==> config.mk <==
export PLATFORM = sky130hd
export DESIGN_NAME = median_frame_sequencer
export DESIGN_NICKNAME = d
export VERILOG_FILES = /design/src/rtl/median_frame_sequencer.sv
export SDC_FILE = /design/constraint.sdc
export NUM_CORES = 1
export LEC_CHECK = 0
export ABC_AREA = 1
export BUFFER_PORTS_ARGS = -buffer_cell sky130_fd_sc_hd__buf_4
export CAP_MARGIN = 20
export CORE_MARGIN = 4
export CORE_UTILIZATION = 50
export CTS_CLUSTER_SIZE = 12
export DETAILED_ROUTE_END_ITERATION = 8
export PLACE_DENSITY = 0.75
export SETUP_SLACK_MARGIN = 0.05
export SLEW_MARGIN = 20
export SYNTH_ARGS = -nofsm -noshare
export SYNTH_HDL_FRONTEND = slang
export SYNTH_SLANG_ARGS = --single-unit
export TNS_END_PERCENT = 30
==> constraint.sdc <==
create_clock -name clk -period 3 [get_ports clk]
set_clock_uncertainty 0.05 [all_clocks]
set_input_delay 0.15 -clock clk [delete_from_list [all_inputs] [get_ports clk]]
set_output_delay 0.15 -clock clk [all_outputs]
set_load 0.02 [all_outputs]
==> src/rtl/median_frame_sequencer.sv <==
// median_frame_sequencer
//   Drives the median filter's pixel-stream interface. A frame is read from a
//   source pixel RAM and streamed into the filter with load_en asserted, then
//   process_en is raised and the filter output stream is written into a
//   destination pixel RAM. Total start-to-done span is 2N+PROC_LAT+3 cycles,
//   counting both the start-accept cycle and the done cycle.
//
// Ports
//   clk, rst           clock (rising edge), asynchronous active-high reset
//   start              one-cycle pulse, begins a frame when idle
//   src_addr/src_data  source RAM read port (data one cycle after address)
//   pix_out, load_en   pixel stream into the filter
//   process_en         filter process enable
//   filt_pix           filter output pixel
//   filt_finish        filter finish flag
//   dst_we/addr/data   destination RAM write port
//   busy, done, err    status: busy, done pulse, sticky early-finish error
module median_frame_sequencer #(
    parameter int WIDTH    = 410,
    parameter int DEPTH    = 361,
    parameter int DATA_W   = 8,
    parameter int ADDR_W   = 18,
    parameter int PROC_LAT = 1
) (
    input  logic              clk,
    input  logic              rst,
    input  logic              start,
    output logic [ADDR_W-1:0] src_addr,
    input  logic [DATA_W-1:0] src_data,
    output logic [DATA_W-1:0] pix_out,
    output logic              load_en,
    output logic              process_en,
    input  logic [DATA_W-1:0] filt_pix,
    input  logic              filt_finish,
    output logic              dst_we,
    output logic [ADDR_W-1:0] dst_addr,
    output logic [DATA_W-1:0] dst_data,
    output logic              busy,
    output logic              done,
    output logic              err
);
    localparam int N  = WIDTH * DEPTH;
    localparam int GW = $clog2(PROC_LAT + 2);
    localparam logic [ADDR_W-1:0] LAST    = ADDR_W'(N - 1);
    localparam logic [GW-1:0]     GAP_END = GW'(PROC_LAT);

    localparam logic [2:0] S_IDLE = 3'd0;
    localparam logic [2:0] S_LOAD = 3'd1;
    localparam logic [2:0] S_GAP  = 3'd2;
    localparam logic [2:0] S_CAP  = 3'd3;
    localparam logic [2:0] S_DONE = 3'd4;

    logic [2:0]        state_q, state_d;
    logic [ADDR_W-1:0] src_addr_q, src_addr_d;
    logic [ADDR_W-1:0] ld_cnt_q, ld_cnt_d;
    logic [ADDR_W-1:0] wr_cnt_q, wr_cnt_d;
    logic [GW-1:0]     gap_cnt_q, gap_cnt_d;
    logic [DATA_W-1:0] pix_q, pix_d;
    logic              load_en_q, load_en_d;
    logic              proc_q, proc_d;
    logic              we_q, we_d;
    logic [ADDR_W-1:0] waddr_q, waddr_d;
    logic [DATA_W-1:0] wdata_q, wdata_d;
    logic              busy_q, busy_d;
    logic              done_q, done_d;
    logic              err_q, err_d;
    logic              capture, last_wr;

    function automatic logic [ADDR_W-1:0] sat_inc(input logic [ADDR_W-1:0] v);
        return (v == LAST) ? v : v + ADDR_W'(1);
    endfunction

    // With PROC_LAT=0 the first capture happens on the same edge that
    // raises process_en, so GAP doubles as the first capture cycle.
    assign capture = ((state_q == S_GAP) && (gap_cnt_q == GAP_END)) || (state_q == S_CAP);
    assign last_wr = capture && (wr_cnt_q == LAST);

    always_comb begin
        state_d    = state_q;
        src_addr_d = src_addr_q;
        ld_cnt_d   = ld_cnt_q;
        wr_cnt_d   = wr_cnt_q;
        gap_cnt_d  = gap_cnt_q;
        pix_d      = pix_q;
        load_en_d  = 1'b0;
        proc_d     = proc_q;
        we_d       = 1'b0;
        waddr_d    = waddr_q;
        wdata_d    = wdata_q;
        busy_d     = busy_q;
        done_d     = 1'b0;
        err_d      = err_q;

        if (capture) begin
            we_d     = 1'b1;
            wdata_d  = filt_pix;
            waddr_d  = wr_cnt_q;
            wr_cnt_d = sat_inc(wr_cnt_q);
        end
        // A finish flag on the edge that captures the final sample is the
        // normal end of stream; anything earlier means samples were lost.
        if ((state_q == S_GAP || state_q == S_CAP) && filt_finish && !last_wr)
            err_d = 1'b1;

        case (state_q)
            S_IDLE: begin
                busy_d = 1'b0;
                proc_d = 1'b0;
                // busy_q is still high in the done cycle, which masks start there
                if (start && !busy_q) begin
                    state_d    = S_LOAD;
                    busy_d     = 1'b1;
                    err_d      = 1'b0;
                    ld_cnt_d   = '0;
                    wr_cnt_d   = '0;
                    gap_cnt_d  = '0;
                    // address 0 is already on the bus while idle, so the
                    // read pipeline is primed by the time LOAD starts
                    src_addr_d = sat_inc('0);
                end
            end
            S_LOAD: begin
                pix_d      = src_data;
                load_en_d  = 1'b1;
                src_addr_d = sat_inc(src_addr_q);
                if (ld_cnt_q == LAST) state_d = S_GAP;
                else                  ld_cnt_d = ld_cnt_q + ADDR_W'(1);
            end
            S_GAP: begin
                proc_d = 1'b1;
                if (gap_cnt_q == GAP_END) state_d = last_wr ? S_DONE : S_CAP;
                else                      gap_cnt_d = gap_cnt_q + GW'(1);
            end
            S_CAP: begin
                if (last_wr) state_d = S_DONE;
            end
            S_DONE: begin
                proc_d     = 1'b0;
                done_d     = 1'b1;
                src_addr_d = '0;
                state_d    = S_IDLE;
            end
            default: state_d = S_IDLE;
        endcase
    end

    always_ff @(posedge clk or posedge rst) begin
        if (rst) begin
            state_q    <= S_IDLE;
            src_addr_q <= '0;
            ld_cnt_q   <= '0;
            wr_cnt_q   <= '0;
            gap_cnt_q  <= '0;
            pix_q      <= '0;
            load_en_q  <= 1'b0;
            proc_q     <= 1'b0;
            we_q       <= 1'b0;
            waddr_q    <= '0;
            wdata_q    <= '0;
            busy_q     <= 1'b0;
            done_q     <= 1'b0;
            err_q      <= 1'b0;
        end else begin
            state_q    <= state_d;
            src_addr_q <= src_addr_d;
            ld_cnt_q   <= ld_cnt_d;
            wr_cnt_q   <= wr_cnt_d;
            gap_cnt_q  <= gap_cnt_d;
            pix_q      <= pix_d;
            load_en_q  <= load_en_d;
            proc_q     <= proc_d;
            we_q       <= we_d;
            waddr_q    <= waddr_d;
            wdata_q    <= wdata_d;
            busy_q     <= busy_d;
            done_q     <= done_d;
            err_q      <= err_d;
        end
    end

    assign src_addr   = src_addr_q;
    assign pix_out    = pix_q;
    assign load_en    = load_en_q;
    assign process_en = proc_q;
    assign dst_we     = we_q;
    assign dst_addr   = waddr_q;
    assign dst_data   = wdata_q;
    assign busy       = busy_q;
    assign done       = done_q;
    assign err        = err_q;
endmodule
==> results.toml <==
[cts]
cts.sinks = 99
cts_buffers = 9
clk_pin_slew_ns = 0.10
cts_tree = "built"
clock_latency_ns = 0.38
cts.path.max_buffers = 2
htreeDepth = 3
cts_root_buf = "clkbuf_8"

[hold_path]
holdCritStartpoint = "filt_finish"
min_path_type = "in -> reg"

[finish]
n_antenna_cell = 0
syn_to_final_growth_pct = 19.67
drive_above_1_share_pct = 14.81
final_common_cell = "nand2_1"
nNetsFinal = 832
mostFrequentLayoutCells = "238 x nand2_1, 99 x dfrtp_1, 86 x nor2_1, 80 x buf_4, 65 x inv_1"
layout.cells.non_filler = 946

[global_route]
grt_pass1_vias = 4930
antenna_found_initial = 0
grt.total_usage_pct = 22.27
grt-ovfl-total = 0
grt_start_max_net_pins = 68
grt_pass1_wl_um = 23070

[power_and_ir_drop]
power_w = 0.005585
power.density_nw_per_um2 = 873.6
power.leakage_nw = 3.031
peakVddDrop_uv = 550.7

[yosys]
syn_area_per_cell_um2 = 7.493
yosys-top-cells-area = "dfrtp_1 46%, nand2_1 17%, nor2_1 6.0%"
yosysSeqAreaShare_pct = 46.37
synth_top_area_share_pct = 46.37
synth-edff-count = 0
yosysTopAreaCell = "dfrtp_1"
synthCells = 713
syn_nets = 740
async_flop_share_pct = 100.0
synthDistinctLibCells = 36
synthFlopType = "dfrtp_1"
yosys_warnings = 0
syn-cell-area_um2 = 5343
ys_ff_latch = 99

[detailed_routing]
highest_layer = "met4"
drt_pass1_iterations = 5
met2WireLength_um = 6577
drc = 0
routed_via_density = 5.261
drt_iter0_markers = 333
routed-wl-met3_um = 680
ant_nets = 0
wl_um = 13220
wl_per_cell_um = 13.98
num_vias = 4977
wl_met1_um = 5624

[sta]
hold_violations = 0
fmax_mhz = 458.4
slew_headroom_pct = 44.32
setup_slack_ns = 0.8184
rsz0062_at_grt = "false"
drv_slew = 0
timing.final.crit_share_pct = 72.72
setup_viol = 0
finalSetupTns_ns = 0
fin_crit_ns = 2.182
worst_slew_pin_slew_ns = 0.8351

[setup_path]
path_max_fanout = 16
cp-end-kind = "register"
arrival_ns = 2.44
rr_endpoint = "src_addr[3]"
start_kind = "register"
crit_path_end = "src_addr[3]"
critPathKind = "reg -> reg"
rr_startpoint = "state_q[2]"
r2r_slack_ns = 0.82
crit_start = "state_q[2]"
worstPathRequired_ns = 3.26
reg2reg_depth = 9

[run]
drv_cap = 0

[floorplan]
initial_core_util_pct = 51.52
ios = 78
die_h_um = 111.4
rows = 37
core_um2 = 10370
die_x_um = 111.4
dieArea_um2 = 12400

[place]
pre_cts_ws_ns = 0.8596
place_congestion = 0.9274
port_buffers = 77
dp_cells = 913
dp_hpwl_um = 9280

[status]
status = "complete, no violations"
-- critical path, cell delays in order (launching register included) --
cell and delay (ns):
dfrtp_1 0.46, inv_1 0.10, nand3_1 0.08, inv_1 0.38, o21ai_0 0.13, inv_1 0.07, nand2_1 0.24, inv_2 0.39
nand2_1 0.12, o21ai_2 0.07
-- synthesized netlist by cell type, types with 3 or more instances --
cell / n
nand2_1: 238
dfrtp_1: 99
nor2_1: 86
inv_1: 66
nand3_1: 50
o21ai_0: 44
xor2_1: 21
nand4_1: 13
o21ai_1: 12
a21oi_1: 11
nor3_1: 11
buf_2: 9
o21ai_2: 9
ha_1: 7
inv_2: 5
a22oi_1: 3
buf_4: 3
clkbuf_1: 3
-- registers in the layout (all words and copies together), names as in the netlist --
register,cells
dst_we,1
busy,1
gap_cnt_q,2
pix_out,8
src_addr,18
dst_data,8
dst_addr,18
load_en,1
ld_cnt_q,18
process_en,1
wr_cnt_q,18
done,1
state_q,3
err,1
-- timing repair --
item / in CTS / in global routing
hold endpoints to repair: 82 / 0
resized for setup: 0 / 0
setup buffers: 0 / 0
hold buffers: 17 / 0
-- per-stage QoR --
step | util [%] | hold WS (ns) | cell area (um2)
2_1_floorplan | - | 0.2096 | 5343
3_3_place_gp | 58.27 | 0.2943 | 6042
3_5_place_dp | 58.27 | 0.3012 | 6042
4_1_cts | 61.66 | 0.03344 | 6394
5_1_grt | 61.66 | 0.05501 | 6394
6_report | 61.66 | 0.04022 | 6394
-- where the power goes --
group | leakage [nW] | total [W] | internal, W | switching [W]
registers | 1.33 | 0.00221 | 0.00178 | 0.000433
clock network | 0.0936 | 0.000825 | 0.000350 | 0.000475
logic | 1.61 | 0.00255 | 0.000886 | 0.00166
-- final cells by class --
class | instances | area (um2)
repair buffers | 98 | 790.8
fillers | 969 | 3976
flip-flops and latches | 99 | 2477
clock buffers | 13 | 158.9
well taps | 136 | 170.2
inverters | 73 | 281.5
multi-input cells | 524 | 2492
clock inverters | 3 | 22.52
-- metal layers --
layer,global-route usage (%),up-vias
li1,-,2458
met1,28.61,2357
met2,37.76,136
met3,3.261,26
met4,9.489,0
met5,0,-
-- worst min path at each step --
stage	end	cells after the start
3_5_place_dp	dst_data[2]	3
2_1_floorplan	dst_data[0]	2
4_1_cts	err	3
5_1_grt	err	3
6_report	err	3
3_3_place_gp	dst_data[6]	3
-- cells by family (layout without fill, tap and decap cells) --
logic type                 after synthesis  after routing  synth area share [%]
adders and majority gates                7              7                 1.639
DFF                                     99             99                 46.37
and+or+nand+nor                        409            409                 32.04
AOI/OAI and AO/OA                       86             86                 9.227
xor gates and xnor gates                22             22                 3.607
buffers and inverters                   90            187                 7.119
Power figures use the tool's default switching activity.
